==> src/rtl/div_radix2_if.sv <==
// div_radix2_if: ALU-to-divider request/response bundle
interface div_radix2_if #(parameter int WIDTH = 32);
  logic signed_div;
  logic [WIDTH-1:0] a;
  logic [WIDTH-1:0] b;
  logic start;
  logic annul;
  logic [2*WIDTH-1:0] result;
  logic ready;
  logic busy;
  modport master (output signed_div, a, b, start, annul, input result, ready, busy);
  modport slave (input signed_div, a, b, start, annul, output result, ready, busy);
endinterface

==> src/rtl/div_radix2.sv <==
// div_radix2: iterative restoring signed/unsigned divider, one quotient bit per clock
module div_radix2 #(parameter int WIDTH = 32) (
  input logic clk,
  input logic rst,
  div_radix2_if.slave bus
);
  localparam int CW = $clog2(WIDTH) + 1;
  typedef enum logic [2:0] {IDLE, BUSY, FIX, DZERO, DONE} state_t;
  state_t state_q, state_d;
  logic [CW-1:0] cnt_q, cnt_d;
  logic [WIDTH-1:0] rem_q, rem_d, quo_q, quo_d, dvs_q, dvs_d, araw_q, araw_d;
  logic a_neg_q, a_neg_d, b_neg_q, b_neg_d, ready_q, ready_d, busy_q, busy_d;
  logic [2*WIDTH-1:0] res_q, res_d;
  logic [WIDTH:0] upper;
  logic a_neg_in, b_neg_in, ge;
  always_comb begin
    a_neg_in = bus.signed_div & bus.a[WIDTH-1];
    b_neg_in = bus.signed_div & bus.b[WIDTH-1];
    upper = {rem_q, quo_q[WIDTH-1]};
    ge = upper >= {1'b0, dvs_q};
    state_d = state_q;
    cnt_d = cnt_q;
    rem_d = rem_q;
    quo_d = quo_q;
    dvs_d = dvs_q;
    araw_d = araw_q;
    a_neg_d = a_neg_q;
    b_neg_d = b_neg_q;
    res_d = res_q;
    if (bus.annul) begin
      state_d = IDLE;
      cnt_d = '0;
    end else begin
      case (state_q)
        IDLE: if (bus.start) begin
          a_neg_d = a_neg_in;
          b_neg_d = b_neg_in;
          quo_d = a_neg_in ? -bus.a : bus.a;
          dvs_d = b_neg_in ? -bus.b : bus.b;
          araw_d = bus.a;
          rem_d = '0;
          cnt_d = '0;
          state_d = (bus.b == '0) ? DZERO : BUSY;
        end
        BUSY: begin
          rem_d = ge ? WIDTH'(upper - {1'b0, dvs_q}) : upper[WIDTH-1:0];
          quo_d = {quo_q[WIDTH-2:0], ge};
          cnt_d = cnt_q + 1'b1;
          state_d = (cnt_q == CW'(WIDTH - 1)) ? FIX : BUSY;
        end
        FIX: begin
          res_d = {a_neg_q ? -rem_q : rem_q, (a_neg_q ^ b_neg_q) ? -quo_q : quo_q};
          state_d = DONE;
        end
        DZERO: begin
          res_d = {araw_q, {WIDTH{1'b1}}};
          state_d = DONE;
        end
        DONE: state_d = bus.start ? DONE : IDLE;
        default: state_d = IDLE;
      endcase
    end
    ready_d = state_d == DONE;
    busy_d = state_d == BUSY;
  end
  always_ff @(posedge clk) begin
    if (rst) begin
      state_q <= IDLE;
      cnt_q <= '0;
      rem_q <= '0;
      quo_q <= '0;
      dvs_q <= '0;
      araw_q <= '0;
      a_neg_q <= 1'b0;
      b_neg_q <= 1'b0;
      res_q <= '0;
      ready_q <= 1'b0;
      busy_q <= 1'b0;
    end else begin
      state_q <= state_d;
      cnt_q <= cnt_d;
      rem_q <= rem_d;
      quo_q <= quo_d;
      dvs_q <= dvs_d;
      araw_q <= araw_d;
      a_neg_q <= a_neg_d;
      b_neg_q <= b_neg_d;
      res_q <= res_d;
      ready_q <= ready_d;
      busy_q <= busy_d;
    end
  end
  assign bus.result = res_q;
  assign bus.ready = ready_q;
  assign bus.busy = busy_q;
endmodule

==> src/flat_wrapper.sv <==
// flat-port wrapper written by rule: the top's interface ports become plain ports
module div_radix2_flat 
#(parameter int WIDTH = 32)
  (clk, rst, bus_signed_div, bus_a, bus_b, bus_start, bus_annul, bus_result, bus_ready, bus_busy);
  div_radix2_if #(.WIDTH(WIDTH)) bus_i ();
  input logic clk;
  input logic rst;
  input wire logic [$bits(bus_i.signed_div)-1:0] bus_signed_div;
  input wire logic [$bits(bus_i.a)-1:0] bus_a;
  input wire logic [$bits(bus_i.b)-1:0] bus_b;
  input wire logic [$bits(bus_i.start)-1:0] bus_start;
  input wire logic [$bits(bus_i.annul)-1:0] bus_annul;
  output wire logic [$bits(bus_i.result)-1:0] bus_result;
  output wire logic [$bits(bus_i.ready)-1:0] bus_ready;
  output wire logic [$bits(bus_i.busy)-1:0] bus_busy;
  assign bus_i.signed_div = bus_signed_div;
  assign bus_i.a = bus_a;
  assign bus_i.b = bus_b;
  assign bus_i.start = bus_start;
  assign bus_i.annul = bus_annul;
  assign bus_result = bus_i.result;
  assign bus_ready = bus_i.ready;
  assign bus_busy = bus_i.busy;
  div_radix2 #(.WIDTH(WIDTH)) u_core (.clk(clk), .rst(rst), .bus(bus_i));
endmodule
==> config.mk <==
export PLATFORM = sky130hd
export DESIGN_NAME = div_radix2_flat
export DESIGN_NICKNAME = d
export VERILOG_FILES = /design/src/rtl/div_radix2_if.sv /design/src/rtl/div_radix2.sv /design/src/flat_wrapper.sv
export SDC_FILE = /design/constraint.sdc
export NUM_CORES = 1
export LEC_CHECK = 0
export CAP_MARGIN = 5
export CORE_MARGIN = 1.5
export CORE_UTILIZATION = 48
export DETAILED_ROUTE_END_ITERATION = 16
export PLACE_DENSITY = 0.79
export SLEW_MARGIN = 20
export SYNTH_ARGS = -nofsm -noshare
export SYNTH_HDL_FRONTEND = slang
export SYNTH_SLANG_ARGS = --single-unit
==> constraint.sdc <==
create_clock -name clk -period 8.8 [get_ports clk]
set_clock_uncertainty 0.2 [all_clocks]
set_input_delay 0.88 -clock clk [delete_from_list [all_inputs] [get_ports clk]]
set_output_delay 0.88 -clock clk [all_outputs]
set_load 0.02 [all_outputs]
==> results of run 1 <==
==> where the power goes <==
part	internal, mW	switching, mW	total [mW]	leakage, nW
Combinational	0.155	0.229	0.385	3.25
Clock	0.648	0.386	1.03	0.405
Sequential	0.957	0.0277	0.985	1.66
Total	1.76	0.643	2.40	5.32
==> sequential cells by signal (all words and copies together) (netlist names) <==
name,cells
u_core.bus.result,64
u_core.araw_q,32
u_core.b_neg_q,1
u_core.bus.busy,1
u_core.quo_q,32
u_core.dvs_q,32
u_core.rem_q,32
u_core.cnt_q,6
u_core.bus.ready,1
u_core.a_neg_q,1
u_core.state_q,3
==> final cells by class <==
cell class | count | area, um^2
clock buffer | 27 | 621
clock inverter | 12 | 193
fill | 2250 | 10100
inverter | 59 | 221
multi-input combinational | 1215 | 7300
sequential | 205 | 4100
tap | 324 | 405
timing repair buffer | 146 | 1430
==> critical path, cell delays in order <==
cell and delay, ns:
clkdlybuf4s50_1 0.50, nor4_1 0.78, and3_1 0.34, nand2_1 0.12, o21ai_0 0.56, o21ai_0 0.25, xor2_1 0.18, nand2_1 0.07
a311oi_1 0.28
==> final timing paths <==
path                                                    startpoint                                 end  slack, ns  cells after the start
worst max-delay path                                      bus_a[2]       u_core.quo_q[26]$_SDFFE_PP0P_       5.04                      9
worst min-delay path            u_core.bus.result[63]$_SDFFE_PP0P_  u_core.bus.result[63]$_SDFFE_PP0P_       0.25                      2
worst max register to register        u_core.rem_q[8]$_SDFFE_PP0P_        u_core.rem_q[5]$_SDFFE_PP0P_       5.05                     12
worst min register to register  u_core.bus.result[63]$_SDFFE_PP0P_  u_core.bus.result[63]$_SDFFE_PP0P_       0.25                      2
==> through the flow <==
step                cell area [um^2]  total power [mW]  util (%)  hold WS, ns  std cells
floorplan                      12000              1.27         -        0.232       1579
global placement               13500              1.38      55.2        0.243       1949
detailed placement             13500              1.38      55.2        0.247       1949
CTS                            14300              2.41      58.5        0.255       1988
global route                   14300              2.51      58.5        0.272       1988
finish                         14300              2.40      58.5        0.254       1988
==> cells by family after synthesis <==
group / count (synthesis) / synth area share, %
and+or+nand+nor: 533 / 19.3
AOI/OAI and AO/OA: 472 / 24.4
DFF: 205 / 34.3
buffers and inverters: 159 / 5.09
xor gates and xnor gates: 144 / 10.5
adders and majority gates: 38 / 4.03
muxes: 28 / 2.34
==> placed cells by master, fill, tap and decap left out, drive strengths merged, types with 10 or more instances in the layout <==
cell type      synthesis  routed
mux2i                 28      28
a211oi                38      38
xnor2                 84      84
a21o                  10      10
o22ai                 46      46
ha                    37      37
a311oi                10      10
a21oi                176     176
or4                   10      10
nor4                  16      16
inv                   59      60
o31ai                 16      16
nand3                 24      24
o221a                 10      10
nand2b                14      14
xor2                  60      60
clkbuf                86      27
a31oi                 13      13
nor3                  23      23
o211ai                14      14
clkdlybuf4s50          0     133
dfxtp                205     205
or3                   16      16
nor2                 211     211
buf                   14      13
nand2                191     191
o21ai                 97      97
==> metal layers <==
layer	GRT usage, %	vias up
met3	3.31	77
met1	35.7	5467
li1	-	5701
met2	42.4	412
met5	0	-
met4	10.6	0
==> run metrics, run 1 <==
status=finished, final reports clean; count leader, synth=nor2_1; Syn Area/Cell=7.58 um^2; die height=161 um; FP Rows=57; Setup-failing EPs final=0; post-synthesis register bit count=205; area leader, netlist=dfxtp_1; peak supply drop=0.112 mV; Max Cap Violations=0; WL met2=15600 um; post-synthesis cell area=0.0120 mm^2; WL met1=15300 um; IO Pins=135; critical path class=in -> reg; Congestion Overflow GR=0; DRC=0; ant diodes=0; vias post-DR=11700; via/cell ratio=5.86; leakage=5.32 nW; share of cells above drive strength 1=4.99%; Iter 0 DRT Violations=1048; PD cells=168 mW/mm^2; post-CTS resize count=0; Worst EP required=9.01 ns; antenna-violating nets left=0; CTS clk-pin slew, worst paths=0.06 ns; ranking of synthesized cells by area=dfxtp_1 34%, a21oi_1 7.4%, nor2_1 6.6%, xnor2_1 6.1%, nand2_1 6.0%; Clock Tree Root=clkbuf_16; drt first pass iters=5; Critical Path End Type=flop; maximum clock rate=266 MHz; DR top layer=met4; # clock sinks=205; Mapped Nets=1686; Distinct cells, synth=62; Max-slew headroom=25.9%; Port Buffers=134; Critical Path Fanout Max=7; maximum root-to-sink buffer count=3; WL per Instance=17.3 um; H-tree level count=1; setup ws final=5.04 ns; Worst-Margin Slew=1.11 ns; Setup WS pre-CTS=4.65 ns; global-route wire length before repair=56000 um; initial antenna violation count=0; Area Growth Syn to Fin=19.2%; number of synthesized flops with an enable pin=0; WL met3=2360 um; Yosys top cell area share=34.3%; Post-synth top cells=211 x nor2_1, 205 x dfxtp_1, 191 x nand2_1, 176 x a21oi_1, 86 x clkbuf_1; Post-Synthesis Cells=1579; Initial Util=49.1%; Final #Nets=1757; total CTS buffers=23; CTS tree=built; chip width=161 um; ys async rst share=0%; Final min period=3.76 ns; HPWL after DPL=25300 um; RSZ-0062 raised after global routing=no; vias in the first global route=10900; setup TNS=0 ns; sequential fraction of the synthesis area=34.3%; CP startpoint kind=primary input; setup bufs post-CTS=0; Main synth FF type=dfxtp_1; routed wire length=34400 um; Crit path arrival time=3.97 ns; Tot GR Track Use=26.4%; largest net degree at the start of global routing=90; Die ar.=0.0259 mm^2; core area=0.0244 mm^2; Placer Congestion=0.893; worst hold path type=reg -> reg; max-slew violations=0; Fin. Hold Viols=0; Synth Warn #=0; period utilisation layout=42.8%; latest clock arrival within the worst-skew pair=0.50 ns; # hold bufs at CTS=0
(Power assumes the default switching activity.)
==> run 2: changes to the inputs <==
PLACE_DENSITY = 0.82   (was 0.79)
clock period = 3.1 ns   (was 8.8 ns; I/O delays follow)
==> run 2 against run 1 <==
  * Clock-buffer cell count grew 2
  * Clock power grew to 2.6 times the previous value
  * Largest cell class unchanged
  * Worst setup slack lost 5.0 ns
  * Core utilization grew 4.2 points
  * Highest routed layer unchanged
  * Critical path type is now reg -> reg
==> run metrics, run 2 (synthesized netlist as in run 1, its figures left out) <==
switching power=1.97 mW; via/cell ratio=5.78; initial antenna violation count=0; critical path class=reg -> reg; ant diodes=0; PD cells=445 mW/mm^2; Clock Tree Root=clkbuf_16; Worst-Margin Slew=1.13 ns; Fin. Hold Viols=0; vias post-DR=12000; Crit path arrival time=3.30 ns; Critical Path End Type=flop; largest net degree at the start of global routing=98; latest clock arrival within the worst-skew pair=0.53 ns; H-tree level count=1; total CTS buffers=23; setup TNS=0 ns; Tot GR Track Use=26.9%; maximum root-to-sink buffer count=3; period utilisation layout=99.8%; Port Buffers=134; global-route wire length before repair=56800 um; Critical Path Fanout Max=7; commonest non-fill, non-tap cells in the layout=207 x nor2_1, 191 x dfxtp_1, 189 x nand2_1; Max Cap Violations=0; die height=161 um; max-slew violations=0; Worst EP required=3.30 ns; Final min period=3.09 ns; Initial Util=49.1%; IO Pins=135; Max-slew headroom=24.9%; antenna-violating nets left=0; peak supply drop=0.279 mV; drt first pass iters=6; combinational share of power=19.1%; Iter 0 DRT Violations=1016; Final #Nets=1848; clock network power share=39.9%; Congestion Overflow GR=0; Setup-failing EPs final=0; CP startpoint kind=flop; total internal power=4.85 mW; DRC=0; FP Rows=57; maximum clock rate=323 MHz; RSZ-0062 raised after global routing=yes; fin util=62.7%; chip width=161 um; Net Sw Frac=28.8%; HPWL after DPL=26800 um; core area=0.0244 mm^2; commonest non-fill, non-tap cell in the layout=nor2_1; CTS tree=built; status=finished, final reports clean; routed wire length=36400 um; vias in the first global route=11100; Die ar.=0.0259 mm^2; # clock sinks=205; CTS clk-pin slew, worst paths=0.06 ns; WL per Instance=17.5 um; worst hold path type=reg -> reg; Area Growth Syn to Fin=27.8%; max reg flops=64; leakage=5.81 nW; Placer Congestion=0.952; Seq pwr share=41.0%; share of cells above drive strength 1=13.1%
## run 2: cell count changes in the layout (fill, tap and decap cells not counted), sizes merged
cell | previous run | this run
clkbuf | 27 | 31
bufinv | 5 | 1
buf | 13 | 100
inv | 60 | 61
dlygate4sd3 | 0 | 1
bufbuf | 0 | 1
clkinv | 6 | 5
clkinvlp | 0 | 5
## run 2: stage by stage
step | setup WS (ns) | area (um^2) | hold slack, ns | total power [mW] | cells
3_5_place_dp | -0.00916 | 14100 | 0.248 | 4.02 | 2027
6_report | 0.00762 | 15300 | 0.253 | 6.81 | 2082
3_3_place_gp | 0.0762 | 14100 | 0.242 | 4.00 | 2027
4_1_cts | 0.00173 | 14900 | 0.257 | 6.74 | 2072
5_1_grt | -0.126 | 15300 | 0.258 | 7.08 | 2082
2_1_floorplan | 0.140 | 12000 | 0.232 | 3.59 | 1579
## run 2: worst max-delay path, cell delays in order (launching register included)
cell and delay [ns]:
dfxtp_2 0.34, inv_2 0.06, ha_4 0.29, nand2_4 0.06, or3_4 0.39, or4_4 0.53
nor4_4 0.34, nor4_4 0.07, o221ai_4 0.10, buf_12 0.17, clkbuf_16 0.15, mux2i_1 0.20
o21ai_1 0.07
## run 2: layer usage
layer | up-vias | global-route usage [%] | wire [um]
li1 | 5877 | - | -
met1 | 5639 | 35.7 | 16100
met2 | 436 | 44.5 | 16700
met3 | 81 | 3.87 | 2420
met4 | 0 | 9.89 | 1150
met5 | - | 0 | 0
## run 2: path summary, 6_finish.rpt
check	from	endpoint	slack (ns)	depth (start not counted)
setup / recovery	u_core.dvs_q[25]$_SDFFE_PP0P_	u_core.rem_q[8]$_SDFFE_PP0P_	0.008	12
hold / removal	u_core.dvs_q[20]$_SDFFE_PP0P_	u_core.dvs_q[20]$_SDFFE_PP0P_	0.25	2
setup reg to reg	u_core.dvs_q[25]$_SDFFE_PP0P_	u_core.rem_q[8]$_SDFFE_PP0P_	0.008	12
hold reg to reg	u_core.dvs_q[20]$_SDFFE_PP0P_	u_core.dvs_q[20]$_SDFFE_PP0P_	0.25	2
## run 2: power by group through the flow
stage	Clock [mW]	Sequential, mW	Combinational, mW
3_5_place_dp	0	2.85	1.17
5_1_grt	2.87	2.80	1.40
4_1_cts	2.75	2.79	1.20
2_1_floorplan	0	2.83	0.767
3_3_place_gp	0	2.84	1.15
6_report	2.72	2.79	1.30
## run 2: layout make-up
class,count,area [um^2]
well taps,324,405
multi-input cells,1215,7570
inverters,59,221
clock inverters,13,114
repair buffers,237,2240
clock buffers,29,638
fillers,2149,9090
flip-flops and latches,205,4120
## run 2: repair_timing
action                     4_1_cts  5_1_grt
pin swaps                        6       25
cloned                           1        2
hold buffers                     1        0
setup buffers                    1        8
setup endpoints to repair       11       40
resized for setup                8       58
hold endpoints to repair         5        0
